--- src/rtl/id_imm_sched_pkg.sv ---
// Shared types and constants for the OTTER decode-stage immediate scheduler.
package otter_id_pkg;

   // Immediate form selected for an instruction
   typedef enum logic [2:0] {
      IMM_I    = 3'd0,
      IMM_S    = 3'd1,
      IMM_B    = 3'd2,
      IMM_U    = 3'd3,
      IMM_J    = 3'd4,
      IMM_NONE = 3'd5
   } imm_sel_t;

   // Scheduler state: RUN issues normally, BUBBLE marks the cycle after a load-use bubble
   typedef enum logic {
      ST_RUN    = 1'b0,
      ST_BUBBLE = 1'b1
   } sched_state_t;

   localparam logic [6:0] OP_IMM    = 7'b0010011;
   localparam logic [6:0] OP_LOAD   = 7'b0000011;
   localparam logic [6:0] OP_JALR   = 7'b1100111;
   localparam logic [6:0] OP_SYSTEM = 7'b1110011;
   localparam logic [6:0] OP_STORE  = 7'b0100011;
   localparam logic [6:0] OP_BRANCH = 7'b1100011;
   localparam logic [6:0] OP_LUI    = 7'b0110111;
   localparam logic [6:0] OP_AUIPC  = 7'b0010111;
   localparam logic [6:0] OP_JAL    = 7'b1101111;
   localparam logic [6:0] OP_REG    = 7'b0110011;

   // addi x0,x0,0
   localparam logic [31:0] NOP_INSTR = 32'h0000_0013;

endpackage

--- src/rtl/id_imm_sched_decode.sv ---
// Combinational opcode classifier: immediate form, source-register usage, load and illegal flags.
module imm_type_decode
   import otter_id_pkg::*;
(
   input  logic [6:0] opcode,
   output imm_sel_t   imm_sel,
   output logic       uses_rs1,
   output logic       uses_rs2,
   output logic       is_load,
   output logic       illegal
);

   // Map each opcode class to its immediate form and register reads
   always_comb begin
      imm_sel  = IMM_NONE;
      uses_rs1 = 1'b0;
      uses_rs2 = 1'b0;
      is_load  = 1'b0;
      illegal  = 1'b0;
      case (opcode)
         OP_IMM, OP_JALR, OP_SYSTEM: begin
            imm_sel  = IMM_I;
            uses_rs1 = 1'b1;
         end
         OP_LOAD: begin
            imm_sel  = IMM_I;
            uses_rs1 = 1'b1;
            is_load  = 1'b1;
         end
         OP_STORE: begin
            imm_sel  = IMM_S;
            uses_rs1 = 1'b1;
            uses_rs2 = 1'b1;
         end
         OP_BRANCH: begin
            imm_sel  = IMM_B;
            uses_rs1 = 1'b1;
            uses_rs2 = 1'b1;
         end
         OP_LUI, OP_AUIPC: imm_sel = IMM_U;
         OP_JAL:           imm_sel = IMM_J;
         OP_REG: begin
            uses_rs1 = 1'b1;
            uses_rs2 = 1'b1;
         end
         default: illegal = 1'b1;
      endcase
   end

endmodule

--- src/rtl/id_imm_sched.sv ---
// Decode-stage sequencer: selects the immediate, fills the ID/EX register,
// inserts one bubble on load-use hazards, honours flushes, counts stalls/bubbles.
//
// Handshake: a transfer happens on a rising edge where VALID and READY are both 1;
// a producer holding VALID with READY low keeps its payload stable until accepted.
module id_imm_sched
   import otter_id_pkg::*;
#(
   parameter int CNT_W = 16
)(
   input  logic               CLK,
   input  logic               RST_N,
   input  logic               IF_VALID,
   output logic               IF_READY,
   input  logic [31:0]        IF_IR,
   input  logic [31:0]        IF_PC,
   output logic [31:0]        IMM_IR,
   input  logic [31:0]        U_IMM,
   input  logic [31:0]        I_IMM,
   input  logic [31:0]        S_IMM,
   input  logic [31:0]        B_IMM,
   input  logic [31:0]        J_IMM,
   input  logic               FLUSH,
   output logic               EX_VALID,
   input  logic               EX_READY,
   output logic [31:0]        EX_IR,
   output logic [31:0]        EX_PC,
   output logic [31:0]        EX_IMM,
   output logic [2:0]         EX_IMM_SEL,
   output logic               EX_ILLEGAL,
   output logic [CNT_W-1:0]   STALL_CNT,
   output logic [CNT_W-1:0]   BUBBLE_CNT,
   output sched_state_t       DBG_STATE
);

   imm_sel_t          dec_sel;
   logic              dec_uses_rs1, dec_uses_rs2, dec_is_load, dec_illegal;
   logic [31:0]       imm_val;
   logic              load_en, hazard, if_ready;

   sched_state_t      state_q, state_d;
   logic              ex_valid_q, ex_valid_d;
   logic [31:0]       ex_ir_q, ex_ir_d;
   logic [31:0]       ex_pc_q, ex_pc_d;
   logic [31:0]       ex_imm_q, ex_imm_d;
   imm_sel_t          ex_sel_q, ex_sel_d;
   logic              ex_illegal_q, ex_illegal_d;
   logic              ex_is_load_q, ex_is_load_d;
   logic [CNT_W-1:0]  stall_cnt_q, stall_cnt_d;
   logic [CNT_W-1:0]  bubble_cnt_q, bubble_cnt_d;

   imm_type_decode u_decode (
      .opcode   (IF_IR[6:0]),
      .imm_sel  (dec_sel),
      .uses_rs1 (dec_uses_rs1),
      .uses_rs2 (dec_uses_rs2),
      .is_load  (dec_is_load),
      .illegal  (dec_illegal)
   );

   assign IMM_IR = IF_IR;

   // Pick the generator output that matches the decoded immediate form
   always_comb begin
      imm_val = 32'h0;
      case (dec_sel)
         IMM_I:   imm_val = I_IMM;
         IMM_S:   imm_val = S_IMM;
         IMM_B:   imm_val = B_IMM;
         IMM_U:   imm_val = U_IMM;
         IMM_J:   imm_val = J_IMM;
         default: imm_val = 32'h0;
      endcase
   end

   // Load-use detection against the load currently held in ID/EX
   always_comb begin
      load_en  = !ex_valid_q | EX_READY;
      hazard   = ex_valid_q & ex_is_load_q & (ex_ir_q[11:7] != 5'd0) & IF_VALID &
                 ((dec_uses_rs1 & (IF_IR[19:15] == ex_ir_q[11:7])) |
                  (dec_uses_rs2 & (IF_IR[24:20] == ex_ir_q[11:7])));
      if_ready = FLUSH | (load_en & !hazard);
   end

   // Next-state for the FSM, the ID/EX register and the counters; FLUSH dominates
   always_comb begin
      state_d      = state_q;
      ex_valid_d   = ex_valid_q;
      ex_ir_d      = ex_ir_q;
      ex_pc_d      = ex_pc_q;
      ex_imm_d     = ex_imm_q;
      ex_sel_d     = ex_sel_q;
      ex_illegal_d = ex_illegal_q;
      ex_is_load_d = ex_is_load_q;
      stall_cnt_d  = stall_cnt_q;
      bubble_cnt_d = bubble_cnt_q;

      if (IF_VALID && !if_ready && (stall_cnt_q != '1))
         stall_cnt_d = stall_cnt_q + CNT_W'(1);

      if (FLUSH) begin
         ex_valid_d = 1'b0;
         state_d    = ST_RUN;
      end else if (hazard && EX_READY) begin
         ex_valid_d = 1'b0;
         state_d    = ST_BUBBLE;
         if (bubble_cnt_q != '1)
            bubble_cnt_d = bubble_cnt_q + CNT_W'(1);
      end else begin
         // BUBBLE always lasts exactly one cycle; the emptied register then loads normally
         state_d = ST_RUN;
         if (load_en) begin
            ex_valid_d = IF_VALID;
            if (IF_VALID) begin
               ex_ir_d      = IF_IR;
               ex_pc_d      = IF_PC;
               ex_imm_d     = imm_val;
               ex_sel_d     = dec_sel;
               ex_illegal_d = dec_illegal;
               ex_is_load_d = dec_is_load;
            end
         end
      end
   end

   // State registers with asynchronous active-low reset
   always_ff @(posedge CLK or negedge RST_N) begin
      if (!RST_N) begin
         state_q      <= ST_RUN;
         ex_valid_q   <= 1'b0;
         ex_ir_q      <= NOP_INSTR;
         ex_pc_q      <= 32'h0;
         ex_imm_q     <= 32'h0;
         ex_sel_q     <= IMM_NONE;
         ex_illegal_q <= 1'b0;
         ex_is_load_q <= 1'b0;
         stall_cnt_q  <= '0;
         bubble_cnt_q <= '0;
      end else begin
         state_q      <= state_d;
         ex_valid_q   <= ex_valid_d;
         ex_ir_q      <= ex_ir_d;
         ex_pc_q      <= ex_pc_d;
         ex_imm_q     <= ex_imm_d;
         ex_sel_q     <= ex_sel_d;
         ex_illegal_q <= ex_illegal_d;
         ex_is_load_q <= ex_is_load_d;
         stall_cnt_q  <= stall_cnt_d;
         bubble_cnt_q <= bubble_cnt_d;
      end
   end

   assign IF_READY   = if_ready;
   assign EX_VALID   = ex_valid_q;
   assign EX_IR      = ex_ir_q;
   assign EX_PC      = ex_pc_q;
   assign EX_IMM     = ex_imm_q;
   assign EX_IMM_SEL = ex_sel_q;
   assign EX_ILLEGAL = ex_illegal_q;
   assign STALL_CNT  = stall_cnt_q;
   assign BUBBLE_CNT = bubble_cnt_q;
   assign DBG_STATE  = state_q;

endmodule
--- config.mk ---
export PLATFORM = sky130hd
export DESIGN_NAME = id_imm_sched
export DESIGN_NICKNAME = d
export VERILOG_FILES = /design/src/rtl/id_imm_sched_pkg.sv /design/src/rtl/id_imm_sched_decode.sv /design/src/rtl/id_imm_sched.sv
export SDC_FILE = /design/constraint.sdc
export NUM_CORES = 1
export LEC_CHECK = 0
export CORE_AREA = 2 2 155 157
export DETAILED_ROUTE_END_ITERATION = 8
export DIE_AREA = 0 0 157 159
export PLACE_DENSITY = 0.7
export SYNTH_ARGS = -nofsm -noshare
export SYNTH_HDL_FRONTEND = slang
export SYNTH_SLANG_ARGS = --single-unit
--- constraint.sdc ---
create_clock -name CLK -period 2 [get_ports CLK]
set_input_delay 0.4 -clock CLK [delete_from_list [all_inputs] [get_ports CLK]]
set_output_delay 0.4 -clock CLK [all_outputs]
set_load 0.05 [all_outputs]
Yosys cells after proc, flatten, opt, wreduce, memory -nomap -nowiden --
Index checks and enable logic that the tools add are counted.
Cells by class: multiplexer cells 11, reduce and logical (&&, ||, !) cells 16, equal/unequal tests 18, bitwise logic cells 12, add/sub/neg operators 2
Operators by type and width (count):
- 32-bit case mux with 5 select lines | 1
- 16-bit by 1-bit adder with 16-bit output (second input constant) | 2
- 16-bit inequality test (second input constant) | 2
- 7-bit == test (second input constant) | 4
- 7-bit by 6-bit == test with 1-bit output (second input constant) | 3
- 3-bit case mux with 5 select lines | 1
- 7-bit by 5-bit == test with 1-bit output (second input constant) | 2
- 5-bit == test | 2
- 10-bit OR reduction | 1
- 1-bit two-way mux | 9
- 1-bit bitwise AND | 7
- 7-bit by 2-bit == test with 1-bit output (second input constant) | 1
- 7-bit OR reduction | 1
- 3-bit by 2-bit == test with 1-bit output (second input constant) | 2
- 5-bit nonzero test | 1
- 4-bit AND reduction | 1
- 4-bit OR reduction | 1
- 3-bit by 1-bit == test with 1-bit output (second input constant) | 1
- 3-bit == test (second input constant) | 1
- 1-bit logical AND | 3
- 1-bit zero test | 3
- 3-bit zero test | 1
- 1-bit bitwise OR | 3
- 3-bit AND reduction | 1
- other kinds (4) | 5
Word-level totals: input port bits 229, register bits 135

Longest topological paths before layout --
word-level depth 12, mapped depth 9, mapped depth without buffers 6

Hierarchy --
Synthesis repeated with hierarchy kept, for this count alone.
Second synthesis, totals: cells, all modules 594, area, all modules 6954.2 sq um
Modules (own cells, without submodules):
- id_imm_sched | area each 6800.3 sq um, sequential area each 3384.5 sq um, instances 1, cells each 567
- imm_type_decode | area each 153.9 sq um, sequential area each 0.0 sq um, instances 1, cells each 27

Worst setup path before layout --
No wires, ideal clock.
path kind register to output, start point register ex_ir_q[11] (netlist: EX_IR[11]), end point output IF_READY, stages on the path, launching flop included 7, arrival time 2.540 ns, data required time 1.600 ns, setup slack -0.940 ns, cell sequence dfrtp_1 -> xor2_1 -> nor2_1 -> nand4_1 -> a21boi_2 -> buf_2 -> o21ai_0
On the way: word-level cells in the longest chain between the ends 7
Ends and longest elaborated chain:
- from (decl) | RTL line id_imm_sched.sv:43 | logic [31:0] ex_ir_q, ex_ir_d;
- from (signal assigned) | RTL line id_imm_sched.sv:142 | ex_ir_q <= ex_ir_d;
- 5-bit == test, or another cell as far along | RTL line id_imm_sched.sv:80 | ((dec_uses_rs1 & (IF_IR[19:15] == ex_ir_q[11:7])) |
- 1-bit bitwise AND, on equally long branches | RTL line id_imm_sched.sv:80, id_imm_sched.sv:79, id_imm_sched.sv:81
- 1-bit bitwise OR or 1-bit bitwise AND (tied branches) | RTL line id_imm_sched.sv:80, id_imm_sched.sv:79
- 1-bit bitwise AND * | RTL line id_imm_sched.sv:79 | hazard = ex_valid_q & ex_is_load_q & (ex_ir_q[11:7] != 5'd0) & IF_VALID &
- 1-bit zero test * | RTL line id_imm_sched.sv:82 | if_ready = FLUSH | (load_en & !hazard);
- 1-bit bitwise AND * | RTL line id_imm_sched.sv:82
- 1-bit bitwise OR * | RTL line id_imm_sched.sv:82
- to (decl) | RTL line id_imm_sched.sv:14 | output logic IF_READY,
Every way passes the cells marked *; elsewhere a longest branch is shown, timed or not.

Final worst setup path --
start point input IF_IR[19], end point output IF_READY
On the way: word-level cells in the longest chain between the ends 7
Ends and longest elaborated chain:
- from (decl) | RTL line id_imm_sched.sv:15 | input logic [31:0] IF_IR,
- 5-bit == test | RTL line id_imm_sched.sv:80
- 1-bit bitwise AND | RTL line id_imm_sched.sv:80
- 1-bit bitwise OR | RTL line id_imm_sched.sv:80
- 1-bit bitwise AND | RTL line id_imm_sched.sv:79
- 1-bit zero test | RTL line id_imm_sched.sv:82
- 1-bit bitwise AND | RTL line id_imm_sched.sv:82
- 1-bit bitwise OR | RTL line id_imm_sched.sv:82
Every way passes these cells.

==> results.yml <==
die:
  die_x_um: 157
  io_pins: 396
  die_y_um: 159
  rows: 56
  core_area_mm2: 0.0232
  die-area_mm2: 0.0250
  start_util: 0.315
power_and_ir_drop:
  swShare: 0.336
  p_int_w: 0.00652
  p_comb_frac: 0.334
  power_frac_seq: 0.330
  peakVddDrop_uv: 477
  p_switching_w: 0.00330
  clockPowerShare: 0.336
  p_leak_nw: 6.25
  cellPowerDensity_mw_per_mm2: 750
clock_tree:
  insertion_delay_ns: 0.42
  clock_path_buffers: 2
  cts_buffers: 17
  cts.reportedPaths.clkPinSlew_ns: 0.06
  cts.sinks: 135
  htree_levels: 4
  cts_tree: "done"
  cts-root-buf: "clkbuf_16"
global_routing:
  grt_pass1_vias: 6776
  grt_max_degree: 53
  grt_pass1_wl_um: 38900
  track_usage: 0.203
  grt-ovfl-total: 0
  antenna_found_initial: 3
drt:
  dr.pass1.iters: 4
  drt-initial-drc-count: 200
  viasPerCell: 4.69
  vias: 6386
  drt_wl_total_um: 25500
  antenna_left: 0
  drc_errors: 0
  avgRoutedWirePerCell_um: 18.7
cells_and_area:
  fin_cells: 1361
  drive_gt1_frac: 0.321
  nets: 1257
  post-route-util: 0.565
  syn_to_final_growth_pct: 79.2
timing:
  min_period_ns: 2.42
  setup_viol: 135
  finalSetupTns_ns: -34.04
  worst_slack_ns: -0.422
  maxSlewViolCount: 0
  rsz0062_at_grt: "true"
  period_share: 1.21
  finClkSkew_ns: 0.0139
  max_freq_mhz: 413
  fin_hold_ws_ns: 0.481
  slew_headroom: 0.639
  worstMarginPinSlew_ns: 0.541
  final_hold_viol_count: 0
place:
  hpwl_um: 20100
  numPortBuffers: 395
  place_inst: 1319
  post-place-ws_ns: -0.794
  gp_routability_congestion: 0.835
synthesis:
  syn_area_mm2: 0.00731
  ys_seq_area_frac: 0.463
  synth_commonest_cells: "130 x dfrtp_1, 80 x mux2_4, 47 x nand2_1, 34 x o21ai_0, 33 x mux2i_1"
  yosys_warnings: 0
  synthCells: 594
  yosysTopAreaCellShare: 0.445
  synth.most_common_cell: "dfrtp_1"
  post_synth_num_cell_types: 42
  synthTopCellsByArea: "dfrtp_1 45%, mux2_4 16%, mux2i_1 4.5%, a221o_1 4.4%, mux2_2 3.4%"
  ys.flop_type: "dfrtp_1"
  syn_nets: 825
  synth_edf_count: 0
  synth.avg_cell_area_um2: 12.3
  synth_area_leader_cell: "dfrtp_1"
  ys_ff_latch: 135
  async_flop_share: 1.00
worst_setup_path:
  cp_max_fo: 2
  reg2regPathDepth: 8
  arrival_ns: 2.02
  critPathCaptureType: "output port"
  required_ns: 1.60
  worstSetupStartpointType: "input port"
  worst-setup-path-type: "in -> out"
min_path:
  hold_depth: 1
  hp-class: "reg -> reg"
outcome:
  violations: "setup timing"
  status: "finished, violations left"
job:
  max_cap_violations: 0
-- per-layer routing --
metal / track usage / up-vias / wire length (um)
met4: 0.0567 / 0 / 390
met5: 0 / - / 0
met2: 0.366 / 280 / 13300
met1: 0.237 / 3072 / 10000
met3: 0.0509 / 26 / 1770
li1: - / 3008 / -
-- area by class of cell --
cell class              count  area, um^2
well taps                 319         399
flip-flops and latches    135        3410
inverters                   5        18.8
fillers                  1977       10100
diodes                      3        7.51
multi-input cells         387        3600
repair buffers            480        5050
clock buffers              20         447
clock inverters            12         168
-- critical path, stage by stage --
cell and delay, ns:
clkdlybuf4s50_1 0.44, xor2_1 0.18, nor4_2 0.29, o2111ai_2 0.22, a21boi_4 0.25, o21ai_4 0.08, buf_6 0.16
-- metrics by stage --
stage	power [W]	area [um^2]
4_1_cts	0.00994	12900
3_3_place_gp	0.00666	12300
5_1_grt	0.0102	13100
3_5_place_dp	0.00669	12300
2_1_floorplan	0.00513	7370
6_report	0.00982	13100
-- registers in the layout, summed over array words and instances (netlist names) --
register,count
DBG_STATE,1
ex_is_load_q,1
EX_IMM,32
EX_PC,32
EX_ILLEGAL,1
EX_VALID,1
EX_IR,32
BUBBLE_CNT,16
EX_IMM_SEL,3
STALL_CNT,16
-- power by group through the flow --
stage,logic [W],registers [W],clock network [W]
after floorplan,0.000835,0.00430,0
after global placement,0.00337,0.00329,0
after detailed placement,0.00340,0.00329,0
after CTS,0.00331,0.00325,0.00339
after global routing,0.00343,0.00328,0.00353
final,0.00328,0.00324,0.00330
-- layout by cell type (no fill, tap or decap), types with 4 or more instances in the layout --
cell type,instances
buf_6,6
inv_1,5
nand2_1,47
dfrtp_1,109
and3_1,10
and2_1,4
mux2_4,80
buf_4,93
dlygate4sd2_1,77
o21ai_0,33
a21oi_1,5
clkdlybuf4s50_1,225
buf_12,50
mux2_2,22
nor3_1,4
clkbuf_16,17
nand4_1,10
xnor2_1,22
a221o_1,32
o211ai_1,6
o2111ai_1,7
nor2_4,5
xor2_1,17
nand3_1,7
dfrtp_2,21
mux2i_1,33
nor2_1,9
dlymetal6s2s_1,26
clkinv_4,5
dfstp_2,5
-- final timing paths --
path	from	end	slack, ns
setup / recovery	IF_IR[19]	IF_READY	-0.42
max in group asynchronous	RST_N	EX_IR[24]$_DFFE_PN0P_	0.81
hold / removal	BUBBLE_CNT[9]$_DFFE_PN0P_	BUBBLE_CNT[9]$_DFFE_PN0P_	0.48
hold reg to reg	BUBBLE_CNT[9]$_DFFE_PN0P_	BUBBLE_CNT[9]$_DFFE_PN0P_	0.48
setup reg to reg	EX_IR[8]$_DFFE_PN0P_	BUBBLE_CNT[4]$_DFFE_PN0P_	-0.34
min in group asynchronous	RST_N	BUBBLE_CNT[6]$_DFFE_PN0P_	0.51
-- what timing repair did --
action,in CTS,in global routing
endpoints found under the hold margin,44,0
resized for setup,97,37
endpoints found under the setup margin,209,161
hold buffers,1,0
pin swaps,11,11
buffers inserted,2,4
-- logic make-up (layout without fill, tap and decap cells) --
| kind of cell | count (synthesis) | in the layout | synth area share |
|---|---|---|---|
| buffers and inverters | 72 | 517 | 0.0638 |
| other | 0 | 3 | 0 |
| muxes | 136 | 136 | 0.245 |
| adders and majority gates | 2 | 2 | 0.00342 |
| and+or+nand+nor | 114 | 114 | 0.0777 |
| AOI/OAI and AO/OA | 95 | 95 | 0.0991 |
| xor gates and xnor gates | 40 | 40 | 0.0479 |
| DFF | 135 | 135 | 0.463 |
No activity file was read; power rests on OpenSTA's default activity.
